<file path="config.mk">
export PLATFORM = sky130hd
export DESIGN_NAME = multicycle_control
export DESIGN_NICKNAME = d
export VERILOG_FILES = /design/src/rtl/multicycle_control.sv
export SDC_FILE = /design/constraint.sdc
export NUM_CORES = 1
export LEC_CHECK = 0
export BUFFER_PORTS_ARGS = -buffer_cell sky130_fd_sc_hd__buf_2
export CAP_MARGIN = 25
export CORE_AREA = 2 2 39 41
export DETAILED_ROUTE_END_ITERATION = 16
export DIE_AREA = 0 0 41 43
export PLACE_DENSITY = 0.8
export SLEW_MARGIN = 20
export SYNTH_ARGS = -nofsm -noshare
export SYNTH_HDL_FRONTEND = slang
export SYNTH_SLANG_ARGS = --single-unit
export TNS_END_PERCENT = 50
</file>
<file path="constraint.sdc">
create_clock -name clk -period 3.5 [get_ports clk]
set_input_delay 0.35 -clock clk [delete_from_list [all_inputs] [get_ports clk]]
set_output_delay 0.35 -clock clk [all_outputs]
set_load 0.005 [all_outputs]
</file>
<file path="src/rtl/multicycle_control.sv">
// rtl/multicycle_control.sv - Moore control FSM and ALU decoder for a multicycle RISC-V datapath
module multicycle_control #(
    parameter int ALU_CTRL_W  = 3,
    parameter int SUPPORT_BNE = 1
) (
    input  logic                  clk,
    input  logic                  reset,
    input  logic [6:0]            op,
    input  logic [2:0]            funct3,
    input  logic                  funct7_5,
    input  logic                  zero,
    output logic                  pc_write,
    output logic                  adr_src,
    output logic                  mem_write,
    output logic                  ir_write,
    output logic                  reg_write,
    output logic                  illegal_op,
    output logic [1:0]            result_src,
    output logic [1:0]            alu_src_a,
    output logic [1:0]            alu_src_b,
    output logic [1:0]            imm_src,
    output logic [ALU_CTRL_W-1:0] alu_control,
    output logic [3:0]            state
);

    typedef enum logic [3:0] {
        S_FETCH    = 4'd0,
        S_DECODE   = 4'd1,
        S_MEMADR   = 4'd2,
        S_MEMREAD  = 4'd3,
        S_MEMWB    = 4'd4,
        S_MEMWRITE = 4'd5,
        S_EXECR    = 4'd6,
        S_EXECI    = 4'd7,
        S_ALUWB    = 4'd8,
        S_BRANCH   = 4'd9,
        S_JAL      = 4'd10
    } state_t;

    localparam logic [6:0] OP_LW  = 7'b0000011;
    localparam logic [6:0] OP_SW  = 7'b0100011;
    localparam logic [6:0] OP_R   = 7'b0110011;
    localparam logic [6:0] OP_I   = 7'b0010011;
    localparam logic [6:0] OP_B   = 7'b1100011;
    localparam logic [6:0] OP_JAL = 7'b1101111;

    localparam bit WIDE_ALU = (ALU_CTRL_W >= 4);

    // Plain 4-bit register so the unused codes 11-15 stay representable and recoverable.
    logic [3:0] state_q;
    logic [3:0] state_next;
    logic [3:0] out_state;

    logic       is_bne;
    logic       op_illegal;
    logic       alu_illegal;
    logic [1:0] alu_op;
    logic [3:0] alu_ctl;
    logic       branch;
    logic       pc_update;
    logic       ir_en;
    logic       mem_en;
    logic       reg_en;

    assign is_bne = (SUPPORT_BNE != 0) && (funct3 == 3'b001);

    always_comb begin
        op_illegal = 1'b0;
        case (op)
            OP_LW, OP_SW, OP_R, OP_I, OP_JAL: op_illegal = 1'b0;
            OP_B:    op_illegal = !((funct3 == 3'b000) || is_bne);
            default: op_illegal = 1'b1;
        endcase
    end

    always_ff @(posedge clk) begin
        if (reset) begin
            state_q <= S_FETCH;
        end else begin
            state_q <= state_next;
        end
    end

    always_comb begin
        state_next = S_FETCH;
        case (state_q)
            S_FETCH:  state_next = S_DECODE;
            S_DECODE: begin
                if (op_illegal) begin
                    state_next = S_FETCH;
                end else begin
                    case (op)
                        OP_LW, OP_SW: state_next = S_MEMADR;
                        OP_R:         state_next = S_EXECR;
                        OP_I:         state_next = S_EXECI;
                        OP_B:         state_next = S_BRANCH;
                        OP_JAL:       state_next = S_JAL;
                        default:      state_next = S_FETCH;
                    endcase
                end
            end
            S_MEMADR:  state_next = op[5] ? S_MEMWRITE : S_MEMREAD;
            S_MEMREAD: state_next = S_MEMWB;
            S_EXECR, S_EXECI, S_JAL: state_next = S_ALUWB;
            default:   state_next = S_FETCH;
        endcase
    end

    // During reset the outputs present the FETCH decode; write strobes are gated below.
    assign out_state = reset ? S_FETCH : state_q;

    always_comb begin
        adr_src    = 1'b0;
        result_src = 2'b00;
        alu_src_a  = 2'b00;
        alu_src_b  = 2'b00;
        alu_op     = 2'b00;
        branch     = 1'b0;
        pc_update  = 1'b0;
        ir_en      = 1'b0;
        mem_en     = 1'b0;
        reg_en     = 1'b0;
        illegal_op = 1'b0;
        case (out_state)
            S_FETCH: begin
                ir_en      = 1'b1;
                alu_src_b  = 2'b10;
                result_src = 2'b10;
                pc_update  = 1'b1;
            end
            S_DECODE: begin
                alu_src_a  = 2'b01;
                alu_src_b  = 2'b01;
                illegal_op = op_illegal;
            end
            S_MEMADR: begin
                alu_src_a = 2'b10;
                alu_src_b = 2'b01;
            end
            S_MEMREAD: adr_src = 1'b1;
            S_MEMWRITE: begin
                adr_src = 1'b1;
                mem_en  = 1'b1;
            end
            S_MEMWB: begin
                result_src = 2'b01;
                reg_en     = 1'b1;
            end
            S_EXECR: begin
                alu_src_a  = 2'b10;
                alu_op     = 2'b10;
                illegal_op = alu_illegal;
            end
            S_EXECI: begin
                alu_src_a  = 2'b10;
                alu_src_b  = 2'b01;
                alu_op     = 2'b10;
                illegal_op = alu_illegal;
            end
            S_ALUWB: reg_en = 1'b1;
            S_BRANCH: begin
                alu_src_a = 2'b10;
                alu_op    = 2'b01;
                branch    = 1'b1;
            end
            S_JAL: begin
                alu_src_a = 2'b01;
                alu_src_b = 2'b10;
                pc_update = 1'b1;
            end
            default: ;
        endcase
    end

    always_comb begin
        alu_ctl     = 4'd0;
        alu_illegal = 1'b0;
        case (alu_op)
            2'b00: alu_ctl = 4'd0;
            2'b01: alu_ctl = 4'd1;
            default: begin
                case (funct3)
                    3'b000: alu_ctl = (op[5] && funct7_5) ? 4'd1 : 4'd0;
                    3'b010: alu_ctl = 4'd5;
                    3'b110: alu_ctl = 4'd3;
                    3'b111: alu_ctl = 4'd2;
                    3'b100: begin
                        alu_ctl     = WIDE_ALU ? 4'd4 : 4'd0;
                        alu_illegal = !WIDE_ALU;
                    end
                    3'b001: begin
                        alu_ctl     = WIDE_ALU ? 4'd6 : 4'd0;
                        alu_illegal = !WIDE_ALU;
                    end
                    3'b101: begin
                        alu_ctl     = WIDE_ALU ? (funct7_5 ? 4'd8 : 4'd7) : 4'd0;
                        alu_illegal = !WIDE_ALU;
                    end
                    default: alu_ctl = 4'd0;
                endcase
            end
        endcase
    end

    always_comb begin
        case (op)
            OP_SW:   imm_src = 2'b01;
            OP_B:    imm_src = 2'b10;
            OP_JAL:  imm_src = 2'b11;
            default: imm_src = 2'b00;
        endcase
    end

    assign alu_control = alu_ctl[ALU_CTRL_W-1:0];
    assign pc_write    = !reset && (pc_update || (branch && (zero ^ is_bne)));
    assign ir_write    = !reset && ir_en;
    assign mem_write   = !reset && mem_en;
    assign reg_write   = !reset && reg_en;
    assign state       = state_q;

endmodule

</file>
==> flow_summary.json, run 1 <==
{
  "num_vias": 723,
  "remaining_drc_errors": 0,
  "crit_slowest_cell": "dfxtp_1",
  "clk_latency_ns": 0.25,
  "relSlewSlack_pct": 62.9,
  "min_path_type": "in2reg",
  "required_ns": 3.15,
  "maxSlewViolCount": 0,
  "r2r_start": "state[0]",
  "p_seq_share_pct": 32.8,
  "startpoint_type": "register",
  "post-route-util_pct": 53.1,
  "vias_per_cell": 5.65,
  "areaGrowthSynthToFinish_pct": 29.6,
  "die_x_um": 41,
  "critPathLaunch": "state[2]",
  "holdCritStartpoint": "op[5]",
  "crit_path_max_incr_delay_ns": 0.66,
  "post_cts_buffers": 0,
  "place_area_um2": 712,
  "p_clk_share_pct": 38.8,
  "netlist_instances": 81,
  "clock_path_buffers": 2,
  "dp_hpwl_mm": 1.15,
  "clock_skew_ns": 0.00732,
  "final_cell_mix": "buf_2 (34), nor2_1 (11), nand2_1 (7), a21oi_1 (7), nor3_1 (5)",
  "initial_core_util_pct": 41.0,
  "cp_max_fo": 16,
  "finalHoldViolations": 0,
  "die_height_um": 43,
  "yosys_warnings": 0,
  "num_rows": 14,
  "p_per_area_nw_per_um2": 211,
  "ys_seq_area_share_pct": 14.1,
  "period_needed_ns": 2.28,
  "post_cts_resized": 0,
  "drt-pass1-iter-count": 4,
  "path_cells": "nand2_1 -> or4b_2 -> o31ai_2 -> buf_2",
  "numCtsBuffers": 3,
  "htree_levels": 1,
  "timing.setup.tns_ns": 0,
  "clock_sinks": 4,
  "first_iter_violations": 18,
  "cts_root_buf": "clkbuf_4",
  "ioPinCount": 35,
  "endpoint_kind": "primary output",
  "layout-drive-gt1-share_pct": 40.2,
  "overflow": 0,
  "grt_util_all_layers_pct": 20.5,
  "ir_worst_vdd_mv": 0.105,
  "hold_buffers": 0,
  "synth_seq_cells": 4,
  "final_common_cell": "buf_2",
  "grt_max_degree": 17,
  "largest_reg_flops": 4,
  "grt_pass1_wl_mm": 2.43,
  "p_leak_uw": 0.000359,
  "ant_nets": 0,
  "power_switching_uw": 48.2,
  "p_int_uw": 107,
  "rsz0062_at_grt": "no",
  "fin_ws_ns": 1.22,
  "netlist_area_um2": 567,
  "portBuffers": 34,
  "drv_cap": 0,
  "post_drt_wl_per_cell_um": 12.0,
  "routed_wl_mm": 1.53,
  "synth_cell_type_count": 35,
  "finalPower_uw": 155,
  "final-setup-viol-count": 0,
  "syn_nets": 95,
  "antennaDiodeCount": 0,
  "design_area_um2": 734,
  "clk_pin_slew_ns": 0.04,
  "cts_tree": "built",
  "coreArea_um2": 1380,
  "layout.nets": 128,
  "worst_pin_slew_ns": 0.556,
  "grt_pass1_vias": 610,
  "antenna_found_initial": 0,
  "p_sw_share_pct": 31.1,
  "avgSynthCellArea_um2": 7.00,
  "combinationalPowerShare_pct": 28.4,
  "max_freq_ghz": 0.439,
  "die_area_um2": 1760,
  "place_congestion": 0.784,
  "fin_crit_sh_pct": 65.1,
  "crit_type": "reg2out",
  "crit_arrival_ns": 1.93,
  "run_status": "completed",
  "preCtsSetupSlack_ns": 1.51
}
cell type report:
class / count / area [um2]
fillers: 136 / 649
multi-input cells: 68 / 430
repair buffers: 34 / 170
flip-flops and latches: 4 / 80.1
clock buffers: 3 / 22.5
well taps: 16 / 20.0
inverters: 3 / 11.3
kinds of logic (layout without fill, tap and decap cells):
| group | Yosys count | count (layout) | share of synthesized area [%] |
|---|---|---|---|
| compound gates | 19 | 19 | 24.5 |
| xor+xnor | 4 | 4 | 6.18 |
| buf+inv | 9 | 40 | 9.93 |
| flops | 4 | 4 | 14.1 |
| mux | 2 | 2 | 3.75 |
| simple gates | 43 | 43 | 41.5 |
path summary, 6_finish.rpt:
check / endpoint / slack [ns] / cells past startpoint
max: illegal_op / 1.22 / 4
min: state[1] / 0.39 / 2
max reg2reg: state[2] / 1.95 / 3
min reg2reg: state[0] / 0.66 / 1
critical path: cells and delay by family, from the launching register on:
family	cells	cell delay, ns
AND/OR/NAND/NOR	2	0.78
buffers and inverters	1	0.14
AO/OA/AOI/OAI	1	0.08
flip-flops	1	0.66
layer usage:
layer,routed length (um),GRT usage [%],part of all wire [%],vias to the layer above
met5,0,0,0,-
met4,17,15.3,1.1,0
met3,131,6.28,8.5,4
met2,724,30.0,47,45
met1,658,23.5,43,313
li1,-,-,-,361
power by group through the flow:
stage | registers (uW) | logic (uW) | clock network [uW]
after global placement | 51.1 | 42.7 | 0
after CTS | 50.6 | 44.0 | 60.2
after detailed placement | 51.4 | 43.8 | 0
after global routing | 51.1 | 49.5 | 68.2
final | 50.7 | 44.0 | 60.1
after floorplan | 48.6 | 27.4 | 0
Yosys cell counts, drive strengths merged:
cell	number	area share, %
a21boi	1	1.3
a21oi	7	6.2
a31oi	2	2.2
and3	2	2.2
buf	5	7.3
clkbuf	1	0.66
dfxtp	4	14
inv	3	2.0
mux2	1	2.0
mux2i	1	1.8
nand2	7	4.6
nand2b	1	1.1
nand3	1	0.88
nand4	2	2.2
nor2	11	7.3
nor2b	4	4.4
nor3	5	4.4
nor3b	2	2.6
nor4	1	1.1
o211a	1	1.8
o21ai	2	1.8
o22a	1	1.5
o31ai	1	2.2
o32ai	2	4.4
o41ai	2	3.1
or2	2	2.6
or3	2	3.1
or4	1	1.3
or4b	2	3.5
xnor2	2	3.1
xor2	2	3.1
stage by stage:
step | hold WS, ns | cells
after floorplan | 0.468 | 81
after global placement | 0.631 | 125
after detailed placement | 0.636 | 125
after CTS | 0.384 | 128
after global routing | 0.390 | 128
final | 0.388 | 128
Power figures use the tool's default switching activity.
==> inputs of run 2 (changes only) <==
Settings changed: CORE_AREA 2 2 39 41 to unset, CORE_MARGIN set to 1, CORE_UTILIZATION set to 41, DIE_AREA 0 0 41 43 to unset, PLACE_DENSITY 0.8 to 0.77.
Clock period 3.5 ns to 2.4 ns, I/O delays scaled along.
==> run 2 against run 1 <==
- clock power rose by 41%
- count of clock-buffer cells in the layout did not move
- combinational power rose by 48%
- die area fell by 13%
- final cell count did not move
- critical path depth did not move
- critical endpoint unchanged
- highest routed layer unchanged
==> flow_summary.json, run 2 (synthesized netlist as in run 1, its figures left out) <==
{
  "run_status": "completed",
  "htree_levels": 1,
  "timing.hold.ws_ns": 0.279,
  "startpoint_type": "register",
  "post_cts_resized": 0,
  "antenna_found_initial": 0,
  "combinationalPowerShare_pct": 29.1,
  "die_x_um": 39.2,
  "clk_pin_slew_ns": 0.04,
  "areaGrowthSynthToFinish_pct": 30.7,
  "grtUsageMet2_pct": 40.4,
  "ioPinCount": 35,
  "p_clk_share_pct": 38.0,
  "final_common_cell": "buf_2",
  "endpoint_kind": "primary output",
  "routed_wl_mm": 1.57,
  "post_cts_buffers": 0,
  "finalPower_uw": 223,
  "crit_type": "reg2out",
  "clock_skew_ns": 0.00497,
  "portBuffers": 34,
  "p_per_area_nw_per_um2": 302,
  "clk_latency_ns": 0.24,
  "finalHoldViolations": 0,
  "grt_util_met1_pct": 29.5,
  "p_leak_uw": 0.000364,
  "post_drt_wl_per_cell_um": 12.2,
  "num_vias": 731,
  "first_iter_violations": 18,
  "hold_buffers": 0,
  "final_cell_mix": "buf_2 (34), nor2_1 (11), nand2_1 (7), a21oi_1 (7), nor3_1 (5)",
  "drv_cap": 0,
  "required_ns": 2.16,
  "antennaDiodeCount": 0,
  "remaining_drc_errors": 0,
  "design_area_um2": 741,
  "p_seq_share_pct": 32.8,
  "period_needed_ns": 2.10,
  "top_usage_layer": "met2",
  "max_freq_ghz": 0.475,
  "ir_worst_vdd_mv": 0.227,
  "place_area_um2": 718,
  "initial_core_util_pct": 43.6,
  "ant_nets": 0,
  "drt-pass1-iter-count": 4,
  "layout-drive-gt1-share_pct": 40.7,
  "fin_crit_sh_pct": 87.7,
  "power_switching_uw": 68.0,
  "use_met3_pct": 6.36,
  "grt_pass1_vias": 621,
  "grt_max_degree": 17,
  "layout.nets": 129,
  "cts_root_buf": "clkbuf_4",
  "relSlewSlack_pct": 64.3,
  "crit_arrival_ns": 1.86,
  "grt_util_all_layers_pct": 24.4,
  "clock_path_buffers": 2,
  "die_height_um": 39.2,
  "coreArea_um2": 1300,
  "timing.setup.tns_ns": 0,
  "place_congestion": 0.758,
  "overflow": 0,
  "clock_sinks": 4,
  "numCtsBuffers": 3,
  "maxSlewViolCount": 0,
  "min_path_type": "in2reg",
  "die_area_um2": 1540,
  "p_int_uw": 155,
  "cp_max_fo": 16,
  "num_rows": 13,
  "vias_per_cell": 5.71,
  "p_sw_share_pct": 30.4,
  "worst_pin_slew_ns": 0.535,
  "largest_reg_flops": 4,
  "grt_pass1_wl_mm": 2.59,
  "post-route-util_pct": 56.9,
  "final-setup-viol-count": 0,
  "cts_tree": "built",
  "dp_hpwl_mm": 1.20,
  "rsz0062_at_grt": "no"
}
[run 2: cell count changes in the layout (fill, tap and decap cells not counted)]
cell   previous run  this run
buf_4             0         1
[run 2: power by group through the flow]
stage | registers, uW | logic [uW] | clock network (uW)
2_1_floorplan | 70.9 | 39.9 | 0
3_3_place_gp | 74.3 | 63.0 | 0
3_5_place_dp | 74.3 | 64.2 | 0
4_1_cts | 73.3 | 65.1 | 86.0
5_1_grt | 74.0 | 72.9 | 91.2
6_report | 73.4 | 65.1 | 85.0
[run 2: critical path: stages, from the launching register on]
cell	delay, ns
dfxtp_1	0.65
nand2_1	0.11
or4b_2	0.63
o31ai_2	0.09
buf_2	0.15
[run 2: cell type report]
cell class                 instances  area [um2]
timing repair buffer              35         178
tap                               15        18.8
fill                             139         561
clock buffer                       3        22.5
multi-input combinational         68         430
sequential                         4        80.1
inverter                           3        11.3
[run 2: worst paths after layout]
kind / start / endpoint / slack [ns] / depth (start not counted)
max: state[2] / illegal_op / 0.30 / 4
min: op[5] / state[1] / 0.28 / 2
max reg2reg: state[0] / state[2] / 0.83 / 3
min reg2reg: state[0] / state[0] / 0.63 / 1
[run 2: per-layer routing]
layer	wire, um	up-vias
li1	-	358
met1	653	325
met2	754	42
met3	129	6
met4	28	0
met5	0	-
[run 2: per-stage QoR]
| stage | setup WS (ns) | cells |
|---|---|---|
| 6_report | 0.296 | 128 |
| 5_1_grt | 0.228 | 128 |
| 3_5_place_dp | 0.549 | 125 |
| 2_1_floorplan | 0.867 | 81 |
| 4_1_cts | 0.304 | 128 |
| 3_3_place_gp | 0.594 | 125 |
